<file path="src/rtl/trace_buffer.sv">
// rtl/trace_buffer.sv - trace packet capture FIFO drained over a req/gnt/rvalid bus slave
// Packets enter on trace_valid_i; the host reads STATUS/CTRL/DATA words and pops on the last DATA word.
module trace_buffer #(
   parameter int TRACE_WIDTH   = 96,
   parameter int DEPTH         = 16,
   parameter int IRQ_THRESHOLD = 12,
   parameter int ADDR_WIDTH    = 32
) (
   input  logic                   clk_i,
   input  logic                   rst_i,
   input  logic                   trace_valid_i,
   input  logic [TRACE_WIDTH-1:0] trace_data_i,
   input  logic                   req_i,
   input  logic [ADDR_WIDTH-1:0]  addr_i,
   input  logic                   we_i,
   input  logic [3:0]             be_i,
   input  logic [31:0]            wdata_i,
   output logic                   gnt_o,
   output logic                   rvalid_o,
   output logic [31:0]            rdata_o,
   output logic                   err_o,
   output logic                   irq_o
);

   localparam int WORDS = (TRACE_WIDTH + 31) / 32;
   localparam int PW    = $clog2(DEPTH);
   localparam int CW    = PW + 1;

   logic [WORDS*32-1:0] mem [DEPTH];
   logic [WORDS*32-1:0] din;
   logic [WORDS*32-1:0] head;
   logic [PW-1:0]       wr_ptr, rd_ptr;
   logic [CW-1:0]       count;
   logic                overflow, enable;
   logic                full, empty;

   logic [5:0]          idx, word_sel;
   logic                is_status, is_ctrl, is_data;
   logic                ctrl_wr, clear, pop, push_try, push, ovf_set;
   logic [31:0]         status, rd_data;
   logic                rd_err;

   logic                unused_ok;
   assign unused_ok = &{1'b0, addr_i[ADDR_WIDTH-1:8], addr_i[1:0], be_i[3:1], wdata_i[31:2]};

   assign gnt_o = req_i;
   assign full  = (count == CW'(DEPTH));
   assign empty = (count == '0);
   assign head  = mem[rd_ptr];

   assign idx       = addr_i[7:2];
   assign word_sel  = idx - 6'd4;
   assign is_status = (idx == 6'd0);
   assign is_ctrl   = (idx == 6'd1);
   assign is_data   = (idx >= 6'd4) && ({1'b0, idx} < 7'(4 + WORDS));

   assign ctrl_wr  = req_i & we_i & is_ctrl & be_i[0];
   assign clear    = ctrl_wr & wdata_i[0];
   assign pop      = req_i & ~we_i & is_data & (word_sel == 6'(WORDS - 1)) & ~empty;
   // A clear in the same cycle discards the incoming packet without flagging overflow.
   assign push_try = trace_valid_i & enable & ~clear;
   assign push     = push_try & (~full | pop);
   assign ovf_set  = push_try & full & ~pop;

   always_comb begin
      din = '0;
      din[TRACE_WIDTH-1:0] = trace_data_i;
   end

   always_comb begin
      status = '0;
      status[CW-1:0] = count;
      status[16] = empty;
      status[17] = full;
      status[18] = overflow;
   end

   always_comb begin
      rd_data = '0;
      rd_err  = 1'b0;
      if (is_status) begin
         if (!we_i) rd_data = status;
      end else if (is_ctrl) begin
         if (!we_i) rd_data = {30'b0, enable, 1'b0};
      end else if (is_data) begin
         if (!we_i && !empty) begin
            for (int k = 0; k < WORDS; k++) begin
               if (word_sel == k[5:0]) rd_data = head[k*32 +: 32];
            end
         end
      end else begin
         rd_err = 1'b1;
      end
   end

   always_ff @(posedge clk_i) begin
      if (push) mem[wr_ptr] <= din;
   end

   always_ff @(posedge clk_i) begin
      if (rst_i) begin
         wr_ptr   <= '0;
         rd_ptr   <= '0;
         count    <= '0;
         overflow <= 1'b0;
         enable   <= 1'b1;
         rvalid_o <= 1'b0;
         rdata_o  <= '0;
         err_o    <= 1'b0;
         irq_o    <= 1'b0;
      end else begin
         rvalid_o <= req_i;
         if (req_i) begin
            rdata_o <= rd_data;
            err_o   <= rd_err;
         end
         irq_o <= (count >= CW'(IRQ_THRESHOLD)) | overflow;
         if (ctrl_wr) enable <= wdata_i[1];
         if (clear) begin
            wr_ptr   <= '0;
            rd_ptr   <= '0;
            count    <= '0;
            overflow <= 1'b0;
         end else begin
            if (push) wr_ptr <= wr_ptr + PW'(1);
            if (pop)  rd_ptr <= rd_ptr + PW'(1);
            count <= count + CW'(push) - CW'(pop);
            if (ovf_set) overflow <= 1'b1;
         end
      end
   end

endmodule

</file>
<file path="config.mk">
export PLATFORM = sky130hd
export DESIGN_NAME = trace_buffer
export DESIGN_NICKNAME = d
export VERILOG_FILES = /design/src/rtl/trace_buffer.sv
export SDC_FILE = /design/constraint.sdc
export NUM_CORES = 1
export LEC_CHECK = 0
export ABC_CLOCK_PERIOD_IN_PS = 6000
export BUFFER_PORTS_ARGS = -buffer_cell sky130_fd_sc_hd__buf_4
export CORE_MARGIN = 4
export CORE_UTILIZATION = 38
export DETAILED_ROUTE_END_ITERATION = 7
export REMOVE_ABC_BUFFERS = 1
export SETUP_SLACK_MARGIN = 0.4
export SYNTH_ARGS = -nofsm -noshare
export SYNTH_HDL_FRONTEND = slang
export SYNTH_SLANG_ARGS = --single-unit
</file>
<file path="constraint.sdc">
create_clock -name clk_i -period 6 [get_ports clk_i]
set_input_delay 1.2 -clock clk_i [delete_from_list [all_inputs] [get_ports clk_i]]
set_output_delay 1.2 -clock clk_i [all_outputs]
set_load 0.1 [all_outputs]
</file>
==> summary.md, run 1 <==
| Metric | Value |
|---|---|
| Mapped Avg Cell Area | `22.7 µm²` |
| Met2 GRT Util | `26.8%` |
| Routed WL | `143,000 µm` |
| Post-CTS sizing | `0` |
| Maximum clock path buffer count | `3` |
| Min Tclk post-route | `3.84 ns` |
| Most frequent cells in the layout | `edfxtp_1 (1,536), mux4_2 (393), buf_4 (182)` |
| Largest net degree at the start of global routing | `135` |
| Logic pwr share | `4.2%` |
| Global route overflow | `0` |
| Met3 GRT Util | `4.49%` |
| Seq pwr share | `54.7%` |
| Setup-failing EPs final | `0` |
| Max FO, Critical Path | `39` |
| VDD IR-drop max | `0.221 mV` |
| Gr busiest metal | `met2` |
| Relative slew slack | `21.5%` |
| Setup crit start | `count[2]$_SDFF_PP0_` |
| Switching Share | `20.9%` |
| Worst Setup End Kind | `register` |
| CP max stage delay | `0.87 ns` |
| Critical Path Stages | `8` |
| Die area | `167,000 µm²` |
| Final worst-path setup slack | `2.16 ns` |
| Port Buffer Count | `145` |
| Setup WS pre-CTS | `1.45 ns` |
| HP Class | `reg2reg` |
| NetSw | `4.78 mW` |
| Leak | `21.3 nW` |
| Reg-to-Reg Start | `count[2]$_SDFF_PP0_` |
| Mapped Area | `61,000 µm²` |
| Ys flop type | `edfxtp_1` |
| CP max-delay cell | `and3_4` |
| Hold-fix buffers, CTS | `0` |
| DIE WIDTH | `409 µm` |
| Slew @ Worst Pin | `1.16 ns` |
| Post-synth ARST share | `0%` |
| # rows | `146` |
| Post-synthesis cell count | `2,687` |
| Via density | `5.43` |
| Total power | `22.9 mW` |
| Starting Density | `38.4%` |
| Half-perimeter wire length after placement | `76,400 µm` |
| Critical path's top delay family | `simple AND/OR/NAND/NOR gates` |
| EDFF count, synth | `1,536` |
| Startpoint types | `register` |
| Synth warn | `0` |
| Final #Nets | `3,100` |
| Register-to-register setup slack | `2.16 ns` |
| Sequential area share after synthesis | `77.3%` |
| Worst EP required | `6.44 ns` |
| Post-route clock period utilization | `64.0%` |
| Worst path cell trace | `inv_1 > ha_1 > nor4b_1 > nor2_1 > a31oi_4 > nor2_2 > and3_4 > buf_4` |
| Cell Area, Placed | `64,900 µm²` |
| Area delta synth->final | `14.4%` |
| CTS root buffer | `clkbuf_16` |
| Core ar. | `159,000 µm²` |
| Setup bufs post-CTS | `0` |
| First-pass iteration count of the detailed router | `5` |
| Status | `finished clean` |
| Fin Clk Skew | `0.0234 ns` |
| Drt wl/cell | `27.6 µm` |
| Overall global routing resource usage | `17.2%` |
| Pins over their slew limit | `0` |
| CTS sink cnt | `1,590` |
| Power Dens Cells | `328 nW/µm²` |
| Final Instance Area | `69,800 µm²` |
| RSZ-0062 raised after global routing | `no` |
| DRC viols | `0` |
| H-tree levels | `4` |
| Initial antenna violation count | `20` |
| CTS tree | `built` |
| Iteration-0 DRC Markers | `2,835` |
| Reg2reg path depth | `8` |
| CTS clk-pin slew, worst paths | `0.06 ns` |
| Buf/Inv on CP | `2` |
| Flops & latches, synth | `1,590` |
| Final hold slack | `0.488 ns` |
| Met1 usage | `24.3%` |
| FILL cells | `13,400` |
| Data arrival, critical path | `4.28 ns` |
| RD Place Congestion | `0.759` |
| CTS Buf Count | `161` |
| Yosys cell types | `70` |
| Setup CP Type | `reg2reg` |
| Clock latency on the worst-skew pair | `0.78 ns` |
| Commonest non-fill, non-tap cell in the layout | `edfxtp_1` |
| Critical path capture point | `mem[15][36]$_DFFE_PP_` |
| Die Height | `409 µm` |
| First-pass GRT wire length | `209,000 µm` |
| Int Pwr | `18.1 mW` |
| Max_cap viols | `0` |
| RR Endpoint | `mem[15][36]$_DFFE_PP_` |
| Clk pwr share | `41.1%` |
| Vias in the first global route | `29,400` |
| Peak Freq | `260 MHz` |
| Post-DRT Antenna Nets | `0` |
| Fin. Hold Viols | `0` |
| Num ports | `205` |
| Vias after detailed routing | `28,300` |
| Share of cells above drive strength 1 | `29.5%` |
==> cell type report <==
class	count	area, µm²	area share (%)
sequential	1590	47200	67.6
multi-input combinational	933	12900	18.5
clock buffer	203	4290	6.14
tap	2146	2690	3.85
timing repair buffer	210	1930	2.76
clock inverter	84	634	0.909
inverter	21	81.3	0.116
antenna	12	30.0	0.0430
==> worst min-delay path by stage <==
stage                            from       end  slack, ns  depth (start not counted)
2_1_floorplan  rd_ptr[3]$_SDFFE_PP0N_  register       0.46                          2
5_1_grt        rd_ptr[3]$_SDFFE_PP0N_  register       0.51                          2
4_1_cts        rd_ptr[3]$_SDFFE_PP0N_  register       0.49                          2
3_5_place_dp   rd_ptr[3]$_SDFFE_PP0N_  register       0.47                          2
6_report       rd_ptr[3]$_SDFFE_PP0N_  register       0.49                          2
3_3_place_gp   rd_ptr[3]$_SDFFE_PP0N_  register       0.46                          2
==> cell usage after synthesis, drive strengths merged (4+ instances only) <==
cell     instances  share of area [%]
nor2            36               0.24
a2111oi          4              0.057
a221oi          13               0.19
a31oi            4              0.066
mux4           398                 15
inv             20               0.12
a21oi           25               0.20
o21ai           15               0.15
dfxtp           54                1.8
ha              13               0.27
nand3           35               0.29
mux2i           96                1.6
mux2            26               0.48
buf             98                1.2
a22oi           45               0.57
o211ai          11               0.14
o311ai           5              0.072
nand2           74               0.46
nor2b           13               0.13
nor3             9               0.13
edfxtp        1536                 76
or4              4              0.061
a211oi           6              0.074
and3            17               0.18
clkbuf          45               0.28
and2             4              0.041
o22ai           40               0.41
nor4             6              0.061
==> logic make-up after synthesis <==
family,count (synthesis),share of synthesized area [%]
mux,520,16.8
simple gates,210,1.75
fa+ha+maj,14,0.299
compound gates,184,2.15
buf+inv,164,1.63
flops,1590,77.3
xor+xnor,5,0.0717
==> stage by stage <==
| step | cells | setup TNS, ns | util [%] |
|---|---|---|---|
| after floorplan | 2544 | -249.13 | - |
| after global placement | 4900 | 0 | 40.8 |
| after detailed placement | 4900 | 0 | 40.8 |
| after CTS | 5187 | 0 | 43.9 |
| after global routing | 5190 | 0 | 43.9 |
| final | 5199 | 0 | 43.9 |
==> power by group through the flow <==
stage                     sequential [mW]  combinational [mW]  clock (mW)
after floorplan                      12.8               0.465           0
after global placement               12.7               0.961           0
after detailed placement             12.7               0.974           0
after CTS                            12.5               0.979        9.61
after global routing                 12.5                1.04        10.1
final                                12.5               0.958        9.41
==> tightest hold or removal path: cells and delay by family (launching register included) <==
| kind | cells | cell delay (ns) |
|---|---|---|
| flops | 1 | 0.31 |
| compound gates | 2 | 0.13 |
==> metal layers <==
layer  part of all wire [%]  routed length, µm  vias up
met5                  0.040                 57        -
met4                    1.6               2340       10
met3                    7.7              11000      179
met2                     48              68200      895
met1                     43              61800    15200
li1                       -                  -    11900
==> sequential cells by signal, indices dropped and copies added, names as in the netlist, named ones only <==
register	flops
overflow	1
wr_ptr	4
enable	1
err_o	1
irq_o	1
rd_ptr	4
rvalid_o	1
count	5
mem	1536
rdata_o	32
(Power assumes the default switching activity.)
==> run 2: changes to the inputs <==
Settings changed: ABC_AREA set to 1, ABC_CLOCK_PERIOD_IN_PS 6000 to 3900.
Clock period 6 ns to 3.9 ns, I/O delays scaled along.
==> run 2 against run 1 <==
Sequential power rose by 54%. Via count up 44%. Sequential cell count unchanged.
==> summary.md, run 2 <==
| Metric | Value |
|---|---|
| Die Height | `417 µm` |
| CTS root buffer | `clkbuf_16` |
| First-pass iteration count of the detailed router | `5` |
| Share of cells above drive strength 1 | `9.56%` |
| Core ar. | `166,000 µm²` |
| Setup-failing EPs final | `0` |
| CTS clk-pin slew, worst paths | `0.06 ns` |
| Initial antenna violation count | `4` |
| Top-count cell post-synth | `nand2_1` |
| Largest area contributor in the netlist | `edfxtp_1` |
| Clock latency on the worst-skew pair | `0.81 ns` |
| Largest net degree at the start of global routing | `181` |
| Final hold slack | `0.214 ns` |
| HP Class | `in2reg` |
| Synth Area in Adders | `0.287%` |
| Maximum clock path buffer count | `3` |
| DIE WIDTH | `417 µm` |
| Die area | `174,000 µm²` |
| RSZ-0062 raised after global routing | `no` |
| Mapped Avg Cell Area | `12.1 µm²` |
| Setup crit start | `count[2]$_SDFF_PP0_` |
| Max_cap viols | `0` |
| Relative slew slack | `32.5%` |
| Hold-fix buffers, CTS | `0` |
| Via density | `5.32` |
| Worst EP required | `4.36 ns` |
| Pins over their slew limit | `0` |
| CTS sink cnt | `1,590` |
| Post-synthesis mux area share | `0%` |
| First-pass GRT wire length | `256,000 µm` |
| Startpoint types | `register` |
| DRC viols | `0` |
| Final worst-path setup slack | `0.790 ns` |
| Biggest register | `mem` |
| Yosys top cell area share | `72.6%` |
| Starting Density | `38.4%` |
| Data arrival, critical path | `3.57 ns` |
| Sequential cell area | `47,200 µm²` |
| Sequential area share after synthesis | `74.3%` |
| Setup bufs post-CTS | `0` |
| Fin. Hold Viols | `0` |
| Post-route clock period utilization | `79.8%` |
| # rows | `149` |
| Min Tclk post-route | `3.11 ns` |
| VDD IR-drop max | `0.501 mV` |
| Area delta synth->final | `13.8%` |
| Most frequent cells after synthesis | `nand2_1 (1,651), edfxtp_1 (1,536), nand3_1 (1,425)` |
| Commonest non-fill, non-tap cell in the layout | `nand2_1` |
| H-tree levels | `4` |
| Post-synth ARST share | `0%` |
| Mapped Area | `63,600 µm²` |
| Global route overflow | `0` |
| Most frequent cells in the layout | `nand2_1 (1,651), edfxtp_1 (1,536), nand3_1 (1,425)` |
| Setup WS pre-CTS | `0.353 ns` |
| Post-DRT Antenna Nets | `0` |
| Peak Freq | `322 MHz` |
| Vias after detailed routing | `40,700` |
| Leak | `25.1 nW` |
| Reg-to-Reg Start | `count[2]$_SDFF_PP0_` |
| Max FO, Critical Path | `15` |
| Largest regs | `mem: 1536 flops, rdata_o: 32 flops, count: 5 flops` |
| Iteration-0 DRC Markers | `3,908` |
| Setup CP Type | `reg2reg` |
| Status | `finished clean` |
| FILL cells | `15,000` |
| Post-CTS sizing | `0` |
| Post-synthesis cell count | `5,255` |
| Power Dens Cells | `492 nW/µm²` |
| Multi-input gate area | `14,600 µm²` |
| Slew @ Worst Pin | `1.01 ns` |
| CTS tree | `built` |
| Synth Area in Simple Gates | `21.5%` |
| Top cells by area, synth | `edfxtp_1 (73%), nand3_1 (11%), nand2_1 (9.8%)` |
| Half-perimeter wire length after placement | `89,000 µm` |
| Synth warn | `0` |
| RD Place Congestion | `0.785` |
| Overall global routing resource usage | `19.4%` |
| Final #Nets | `5,506` |
| Flops & latches, synth | `1,590` |
| Number of flip-flops under the largest register name | `1,536` |
| Yosys cell types | `34` |
| Worst Setup End Kind | `register` |
| XOR/XNOR Fraction of Synth Area | `0.0138%` |
| Port Buffer Count | `145` |
| CTS Buf Count | `162` |
| Fin Clk Skew | `0.0379 ns` |
| Vias in the first global route | `39,400` |
| Hold Crit Start | `wdata_i[1]` |
| Drt wl/cell | `22.4 µm` |
| Compound-Gate Fraction of Synth Area | `0.978%` |
| Routed WL | `171,000 µm` |
| Ys flop type | `edfxtp_1` |
| EDFF count, synth | `1,536` |
| Main combinational cell family by area after synthesis | `simple AND/OR/NAND/NOR gates` |
| Num ports | `205` |
==> run 2: path summary, 6_finish.rpt <==
check,depth (start not counted),endpoint,slack [ns]
min reg2reg,2,overflow$_SDFFE_PP0P_,0.49
max,14,mem[4][43]$_DFFE_PP_,0.79
max reg2reg,14,mem[4][43]$_DFFE_PP_,0.79
min,3,enable$_SDFFE_PP1N_,0.21
==> run 2: through the flow <==
stage	util, %	TNS [ns]	power, mW	area [µm²]	cells
floorplan	-	-5117.43	20.5	61900	4914
global placement	40.7	0	21.2	67300	7348
detailed placement	40.7	0	21.2	67300	7348
CTS	43.7	0	35.9	72300	7641
global route	43.7	0	36.7	72300	7644
finish	43.7	0	35.6	72300	7645
==> run 2: final cells by class <==
type                    instances  area share [%]
diodes                          4          0.0138
clock buffers                 217            6.13
clock inverters                76           0.782
inverters                      47           0.294
multi-input cells            3277            20.2
flip-flops and latches       1590            65.3
well taps                    2189            3.79
repair buffers                245            3.50
==> run 2: critical path, cell delays in order, from the launching register on <==
cell	delay (ns)
dfxtp_1	0.40
inv_1	0.08
ha_1	0.19
nor3b_1	0.16
nand2_1	0.08
nand2_1	0.06
nor2_2	0.13
nand3_2	0.15
nand2_1	0.11
nand2_2	0.07
buf_4	0.16
inv_2	0.10
nand2_1	0.23
nor2_4	0.50
buf_4	0.36
==> run 2: kinds of logic (layout without fill, tap and decap cells) <==
| group | Yosys count | after routing |
|---|---|---|
| AO/OA/AOI/OAI | 113 | 113 |
| AND/OR/NAND/NOR | 3149 | 3149 |
| adder cells (fa/ha/maj) | 14 | 14 |
| buffers and inverters | 388 | 585 |
| flip-flops | 1590 | 1590 |
| XOR/XNOR | 1 | 1 |
| other | 0 | 4 |
==> run 2: layer usage <==
layer	GRT usage, %	wire [µm]
met1	25.6	71000
met2	32.6	85000
met3	2.74	9690
met4	7.15	5760
met5	0	0
==> run 2: power by group <==
| group | switching [mW] | internal, mW |
|---|---|---|
| clock | 6.40 | 8.32 |
| sequential | 0.109 | 19.2 |
| combinational | 1.12 | 0.416 |
